**src/rtl/bfp16_result_pack.sv**
```systemverilog
// BFP16 adder output stage: packs normal/special results into a 16-bit word,
// buffers them in a 2-entry skid buffer and counts delivered NaN/Inf results.
module bfp16_result_pack #(
  parameter int CNT_W = 16
) (
  input  logic             i_clk,
  input  logic             i_rst,
  input  logic             i_valid,
  output logic             o_ready,
  input  logic             i_sign,
  input  logic [7:0]       i_exp,
  input  logic [7:0]       i_man,
  input  logic             i_sel_exp,
  input  logic [1:0]       i_sel_man,
  output logic             o_valid,
  input  logic             i_ready,
  output logic [15:0]      o_result,
  output logic             o_flag_nan,
  output logic             o_flag_inf,
  input  logic             i_clr_cnt,
  output logic [CNT_W-1:0] o_cnt_nan,
  output logic [CNT_W-1:0] o_cnt_inf
);

  typedef enum logic [1:0] {S_EMPTY, S_ONE, S_FULL} state_e;

  typedef struct packed {
    logic [15:0] result;
    logic        nan;
    logic        inf;
  } entry_t;

  state_e     state_q, state_d;
  entry_t     out_q, out_d;
  entry_t     skid_q, skid_d;
  entry_t     packed_beat;
  logic       valid_q, valid_d;
  logic       ready_q, ready_d;
  logic [CNT_W-1:0] cnt_nan_q, cnt_nan_d;
  logic [CNT_W-1:0] cnt_inf_q, cnt_inf_d;
  logic       accept, drain;

  // NOTE: every always_comb output gets a default first, so no path can infer a latch.
  always_comb begin
    packed_beat = '{result: {i_sign, i_exp, i_man[6:0]}, nan: 1'b0, inf: 1'b0};
    if (i_sel_man == 2'b11) begin
      packed_beat = '{result: {~i_sel_exp, 8'hFF, 7'h40}, nan: 1'b1, inf: 1'b0};
    end else if (i_sel_man == 2'b10) begin
      packed_beat = '{result: {~i_sel_exp, 8'hFF, 7'h00}, nan: 1'b0, inf: 1'b1};
    end else if (i_exp == 8'hFF) begin
      packed_beat = '{result: {i_sign, 8'hFF, 7'h00}, nan: 1'b0, inf: 1'b1};
    end else if (!i_man[7]) begin
      // Flush-to-zero: an unnormalised mantissa becomes a signed zero.
      packed_beat = '{result: {i_sign, 15'h0}, nan: 1'b0, inf: 1'b0};
    end
  end

  assign accept = i_valid & ready_q;
  assign drain  = valid_q & i_ready;

  always_comb begin
    state_d = state_q;
    out_d   = out_q;
    skid_d  = skid_q;
    unique case (state_q)
      S_EMPTY: begin
        if (accept) begin
          out_d   = packed_beat;
          state_d = S_ONE;
        end
      end
      S_ONE: begin
        if (accept && drain) begin
          out_d = packed_beat;
        end else if (accept) begin
          skid_d  = packed_beat;
          state_d = S_FULL;
        end else if (drain) begin
          state_d = S_EMPTY;
        end
      end
      S_FULL: begin
        if (drain) begin
          out_d   = skid_q;
          state_d = S_ONE;
        end
      end
      default: state_d = S_EMPTY;
    endcase
    valid_d = (state_d != S_EMPTY);
    ready_d = (state_d != S_FULL);
  end

  // Counters look at the beat leaving the output register, never the incoming one.
  always_comb begin
    cnt_nan_d = cnt_nan_q;
    cnt_inf_d = cnt_inf_q;
    if (i_clr_cnt) begin
      cnt_nan_d = '0;
      cnt_inf_d = '0;
    end else if (drain) begin
      if (out_q.nan && (cnt_nan_q != '1)) cnt_nan_d = cnt_nan_q + 1'b1;
      if (out_q.inf && (cnt_inf_q != '1)) cnt_inf_d = cnt_inf_q + 1'b1;
    end
  end

  // NOTE: the skid entry is reset too; it is only 18 bits and keeps every flop defined.
  always_ff @(posedge i_clk) begin
    if (i_rst) begin
      state_q   <= S_EMPTY;
      out_q     <= '0;
      skid_q    <= '0;
      valid_q   <= 1'b0;
      ready_q   <= 1'b1;
      cnt_nan_q <= '0;
      cnt_inf_q <= '0;
    end else begin
      state_q   <= state_d;
      out_q     <= out_d;
      skid_q    <= skid_d;
      valid_q   <= valid_d;
      ready_q   <= ready_d;
      cnt_nan_q <= cnt_nan_d;
      cnt_inf_q <= cnt_inf_d;
    end
  end

  assign o_valid    = valid_q;
  assign o_ready    = ready_q;
  assign o_result   = out_q.result;
  assign o_flag_nan = out_q.nan;
  assign o_flag_inf = out_q.inf;
  assign o_cnt_nan  = cnt_nan_q;
  assign o_cnt_inf  = cnt_inf_q;

endmodule

```
**config.mk**
```make
export PLATFORM = sky130hd
export DESIGN_NAME = bfp16_result_pack
export DESIGN_NICKNAME = d
export VERILOG_FILES = /design/src/rtl/bfp16_result_pack.sv
export SDC_FILE = /design/constraint.sdc
export NUM_CORES = 1
export LEC_CHECK = 0
export CORE_MARGIN = 8
export CORE_UTILIZATION = 30
export DETAILED_ROUTE_END_ITERATION = 10
export GPL_TIMING_DRIVEN = 0
export PLACE_DENSITY = 0.52
export SLEW_MARGIN = 40
export SYNTH_ARGS = -nofsm -noshare
export SYNTH_HDL_FRONTEND = slang
export SYNTH_SLANG_ARGS = --single-unit
```
**constraint.sdc**
```tcl
create_clock -name i_clk -period 3.6 [get_ports i_clk]
set_input_delay 1.08 -clock i_clk [delete_from_list [all_inputs] [get_ports i_clk]]
set_output_delay 1.08 -clock i_clk [all_outputs]
set_load 0.02 [all_outputs]
```
==> results of run 1 <==
-- power by group --
group	switching, uW	total (uW)	leakage, uW	internal [uW]
clock	328	669	0.0000989	341
sequential	38.4	892	0.000585	853
combinational	198	358	0.000746	160
total	564	1920	0.00143	1360
-- layer usage --
metal	wire, um	GRT usage (%)	vias to the layer above
met2	4420	22.0	105
met1	4430	16.0	1494
met4	118	4.22	0
li1	-	-	1660
met3	697	4.57	14
met5	0	0	-
-- final timing paths --
check,start,end,slack [ns]
max,i_ready,o_result[11],0.60
min,skid_q[1],skid_q[1],0.46
max reg2reg,o_cnt_nan[0],o_cnt_nan[7],1.38
min reg2reg,skid_q[1],skid_q[1],0.46
-- worst max-delay path, stage by stage --
cell	delay, ns
clkdlybuf4s50_1	0.50
and2_2	0.21
clkbuf_1	0.15
a22o_1	0.23
clkbuf_1	0.23
nor2_1	0.64
a22o_1	0.25
-- cell families (layout without fill, tap and decap cells) --
| kind of cell | Yosys count | in the layout | synth area share [%] |
|---|---|---|---|
| AO/OA/AOI/OAI | 121 | 121 | 26.1 |
| adder cells (fa/ha/maj) | 2 | 2 | 0.764 |
| buffers and inverters | 23 | 114 | 2.71 |
| flip-flops | 72 | 72 | 44.0 |
| multiplexers | 2 | 2 | 0.611 |
| AND/OR/NAND/NOR | 160 | 160 | 25.8 |
-- registers in the layout (all words and copies together), names as in the netlist --
signal / count
o_cnt_nan: 16
state_q: 2
o_cnt_inf: 16
o_ready: 1
o_flag_nan: 1
o_flag_inf: 1
o_result: 16
o_valid: 1
skid_q: 18
-- layout make-up --
class	count	area, sq um
sequential	72	1440
timing repair buffer	75	746
buffer	18	70.1
fill	1113	6340
clock buffer	10	138
tap	140	175
clock inverter	6	67.6
inverter	5	18.8
multi-input combinational	285	1750
-- placed cells by master (no fill, tap or decap), types with 5 or more instances in the layout --
| cell | n |
|---|---|
| a211oi_1 | 9 |
| a21oi_1 | 36 |
| a221oi_1 | 7 |
| a22o_1 | 15 |
| and3_1 | 6 |
| clkbuf_1 | 15 |
| clkbuf_8 | 10 |
| clkdlybuf4s50_1 | 74 |
| dfxtp_1 | 72 |
| inv_1 | 5 |
| nand2_1 | 30 |
| nand3_1 | 14 |
| nand4_1 | 13 |
| nor2_1 | 35 |
| nor3_1 | 13 |
| o21ai_1 | 7 |
| o31ai_1 | 14 |
| or3_1 | 14 |
| or4_1 | 12 |
-- per-stage QoR --
stage / worst slack, ns / power [uW] / area [sq um]
floorplan: 1.12 / 1110 / 3280
detailed placement: 0.211 / 1270 / 4200
finish: 0.600 / 1920 / 4410
global placement: 0.0146 / 1270 / 4190
CTS: 0.583 / 1950 / 4410
global route: 0.436 / 2020 / 4410
==> impl_metrics.json, run 1 <==
{
  "outcome": "finished clean",
  "async_reset_ff_share_pct": 0,
  "dieArea_sq_mm": 0.0145,
  "post_synth.cell_area_avg_sq_um": 8.62,
  "antenna_found_initial": 0,
  "clkSinkCount": 72,
  "worst_ir_drop_vdd_v": 0.000223,
  "start_kind": "primary input",
  "critPathRequiredTime_ns": 3.90,
  "die_h_um": 121,
  "vias_per_cell": 5.36,
  "die_w_um": 121,
  "synthTopCellsByCount": "72 x dfxtp_1, 36 x a21oi_1, 35 x nor2_1, 30 x nand2_1",
  "wl_per_cell_um": 15.8,
  "cp_max_fo": 10,
  "grt_usage_pct": 13.3,
  "drive_gt1_share_pct": 5.31,
  "syn_area_sq_mm": 0.00328,
  "grt_pass1_vias": 3172,
  "synth_flop_cell": "dfxtp_1",
  "via_count": 3273,
  "ant_nets": 0,
  "synth_top_area_share_pct": 44.0,
  "holdWs_ns": 0.457,
  "clk_latency_ns": 0.35,
  "cts_setup_buffers": 0,
  "grt_max_degree": 14,
  "area_growth_pct": 34.5,
  "grt_pass1_wl_um": 15900,
  "final_util_pct": 41.0,
  "ys_seq_elements": 72,
  "synth.yosys.seq_area_share_pct": 44.0,
  "cts_tree": "done",
  "finalNonFillerCells": 611,
  "setup_violations": 0,
  "cts_hold_buf": 0,
  "setup.worst_path.end_class": "flop",
  "hold_class": "flop to flop",
  "yosys.cell_count.top_type": "dfxtp_1",
  "worstMarginPinSlew_ns": 0.799,
  "max_slew_margin_pct": 46.3,
  "rsz0062_at_grt": "false",
  "n_antenna_cell": 0,
  "min_period_ns": 3.00,
  "dpl.cell_count": 595,
  "syn-instance-count": 380,
  "totalWireLength_um": 9660,
  "syn-num-nets": 407,
  "port_buffers": 74,
  "skew_ns": 0.0113,
  "cts_buffer_depth": 2,
  "numCtsBuffers": 9,
  "drc": 0,
  "path_clk_slew_ns": 0.09,
  "initial_utilization_pct": 30.5,
  "worstHoldPathCells": 2,
  "reg2regPathDepth": 6,
  "setup_tns_ns": 0,
  "power_density_mw_per_mm2": 435,
  "p_leak_uw": 0.00143,
  "synth_edf_count": 0,
  "cp.arrival_ns": 3.30,
  "synthTopCellsByArea": "dfxtp_1 44%, a21oi_1 5.5%, a22o_1 4.0%",
  "yosysWarnings": 0,
  "cts-htree-levels": 3,
  "root_buffer": "clkbuf_8",
  "slew_violations": 0,
  "drtIter0Drc": 245,
  "final_hold_viol_count": 0,
  "ios": 77,
  "cts_repair_resize_count": 0,
  "rows": 38,
  "yosysTopAreaCell": "dfxtp_1",
  "place_congestion": 0.824,
  "core_sq_mm": 0.0107,
  "yosysUniqueCellTypes": 50,
  "grt_overflow": 0,
  "drtPass1Iterations": 5,
  "fmax_mhz": 333,
  "critical_path_class": "primary input to flop",
  "nNetsFinal": 493,
  "finalCritPeriodShare_pct": 83.3,
  "drv_cap": 0,
  "hpwl_um": 7060
}
Note: power is estimated with default switching activity, not from simulation.
==> run 2: changes to the inputs <==
- PLACE_DENSITY: 0.52 -> 0.54
- clock period: 3.6 -> 2.58 ns (I/O delays scaled with it)
==> run 2 against run 1 <==
Compared with the run above: clock power is 64% higher; cell count down 0.16%; clock-buffer cell count unchanged; core utilization rose by 0.56 points; hold slack better by 0.0099 ns; highest routed layer unchanged.
==> impl_metrics.json, run 2 (same netlist as run 1, synthesis figures left out) <==
{
  "worst_slack_ns": 0.316,
  "reg2reg_from": "o_cnt_nan[0]",
  "max_slew_margin_pct": 53.3,
  "r2r_setup_slack_ns": 0.38,
  "setup_violations": 0,
  "numCtsBuffers": 9,
  "ios": 77,
  "nNetsFinal": 492,
  "cp.arrival_ns": 1.49,
  "p_int_uw": 2060,
  "drv_cap": 0,
  "startpoint": "o_cnt_nan[2]",
  "mostFrequentLayoutCells": "73 x clkdlybuf4s50_1, 72 x dfxtp_1, 36 x a21oi_1, 33 x nor2_1, 30 x nand2_1",
  "p_leak_uw": 0.00148,
  "rr_endpoint": "o_cnt_nan[3]",
  "final_hold_viol_count": 0,
  "setup.worst_path.end_class": "primary output",
  "place_congestion": 0.805,
  "dieArea_sq_mm": 0.0145,
  "seqPwrFrac_pct": 43.6,
  "slowest_delay_ns": 0.68,
  "wl_per_cell_um": 15.6,
  "rows": 38,
  "cts_hold_buf": 0,
  "sw_frac_of_total_pct": 27.5,
  "grt_pass1_wl_um": 15800,
  "cts_buffer_depth": 2,
  "cp.depth": 1,
  "root_buffer": "clkbuf_8",
  "totalWireLength_um": 9490,
  "min_period_ns": 2.26,
  "critPathRequiredTime_ns": 1.81,
  "combPwrFrac_pct": 17.6,
  "skew_ns": 0.0112,
  "die_h_um": 121,
  "outcome": "finished clean",
  "via_count": 3264,
  "fillerInstances": 1149,
  "drive_gt1_share_pct": 5.96,
  "cts_tree": "done",
  "path_cells": "clkdlybuf4s50_1",
  "cts-htree-levels": 3,
  "worst-path-buf-inv": 1,
  "drtIter0Drc": 185,
  "worstMarginPinSlew_ns": 0.698,
  "endpoint": "o_cnt_nan[2]",
  "start_kind": "flop",
  "pre_cts_ws_ns": -0.515,
  "top_register": "skid_q",
  "grt_usage_pct": 13.2,
  "port_buffers": 74,
  "initial_utilization_pct": 30.5,
  "die_w_um": 121,
  "antenna_found_initial": 0,
  "fmax_mhz": 442,
  "area_growth_pct": 36.3,
  "drc": 0,
  "hpwl_um": 7110,
  "n_antenna_cell": 0,
  "worst_path_max_delay_cell": "clkdlybuf4s50_1",
  "power_density_mw_per_mm2": 638,
  "switching_power_uw": 784,
  "largest_reg_flops": 18,
  "ant_nets": 0,
  "slew_violations": 0,
  "holdWs_ns": 0.467,
  "cp_max_fo": 8,
  "clkSinkCount": 72,
  "grt_pass1_vias": 3202,
  "critical_path_class": "flop to primary output",
  "vias_per_cell": 5.35,
  "hold_class": "flop to flop",
  "finalCritPeriodShare_pct": 87.8,
  "grt_max_degree": 14,
  "reg2regPathDepth": 6,
  "grt_overflow": 0,
  "total_power_uw": 2850,
  "layout_commonest_cell": "clkdlybuf4s50_1",
  "p_clk_share_pct": 38.8,
  "drtPass1Iterations": 4,
  "rsz0062_at_grt": "false",
  "path_delay_family": "buffers and inverters",
  "final_util_pct": 41.6,
  "worst_ir_drop_vdd_v": 0.000404,
  "core_sq_mm": 0.0107,
  "hp-start": "skid_q[1]",
  "path_clk_slew_ns": 0.09,
  "clk_latency_ns": 0.35
}
-- run 2: layout make-up --
| class | instances | area (sq um) | share of cell area (%) |
|---|---|---|---|
| sequential | 72 | 1440 | 32.3 |
| clock buffer | 10 | 128 | 2.86 |
| clock inverter | 6 | 115 | 2.58 |
| buffer | 17 | 66.3 | 1.48 |
| tap | 140 | 175 | 3.92 |
| inverter | 5 | 18.8 | 0.420 |
| timing repair buffer | 75 | 748 | 16.7 |
| multi-input combinational | 285 | 1780 | 39.7 |
-- run 2: per-stage QoR --
stage	std cells	area, sq um	TNS, ns
global placement	594	4190	-15.49
detailed placement	595	4200	-12.15
CTS	611	4450	0
finish	610	4470	0
floorplan	380	3280	0
global route	610	4470	0
-- run 2: worst min-delay path by stage --
stage | depth (start not counted) | slack, ns | to
floorplan | 2 | 0.44 | skid_q[1]
global placement | 2 | 0.45 | skid_q[1]
detailed placement | 2 | 0.45 | skid_q[1]
CTS | 2 | 0.46 | skid_q[1]
global route | 1 | 0.50 | o_result[14]
finish | 2 | 0.47 | skid_q[1]
-- run 2: metal layers --
metal / up-vias / part of all wire (%) / global-route usage [%]
met5: - / 0 / 0
met4: 0 / 0.96 / 3.51
met3: 9 / 8.9 / 5.69
met2: 75 / 45 / 21.6
met1: 1529 / 45 / 15.6
li1: 1651 / - / -
-- run 2: power by group through the flow --
stage / sequential (uW) / clock (uW) / combinational, uW
after floorplan: 1320 / 0 / 225
after global placement: 1270 / 0 / 501
after detailed placement: 1270 / 0 / 505
after CTS: 1240 / 1140 / 509
after global routing: 1260 / 1190 / 552
final: 1240 / 1100 / 501
-- run 2: timing repair --
item	4_1_cts	5_1_grt
setup endpoints to repair	15	13
cloned	0	0
gates resized for setup	2	2
setup buffers	0	0
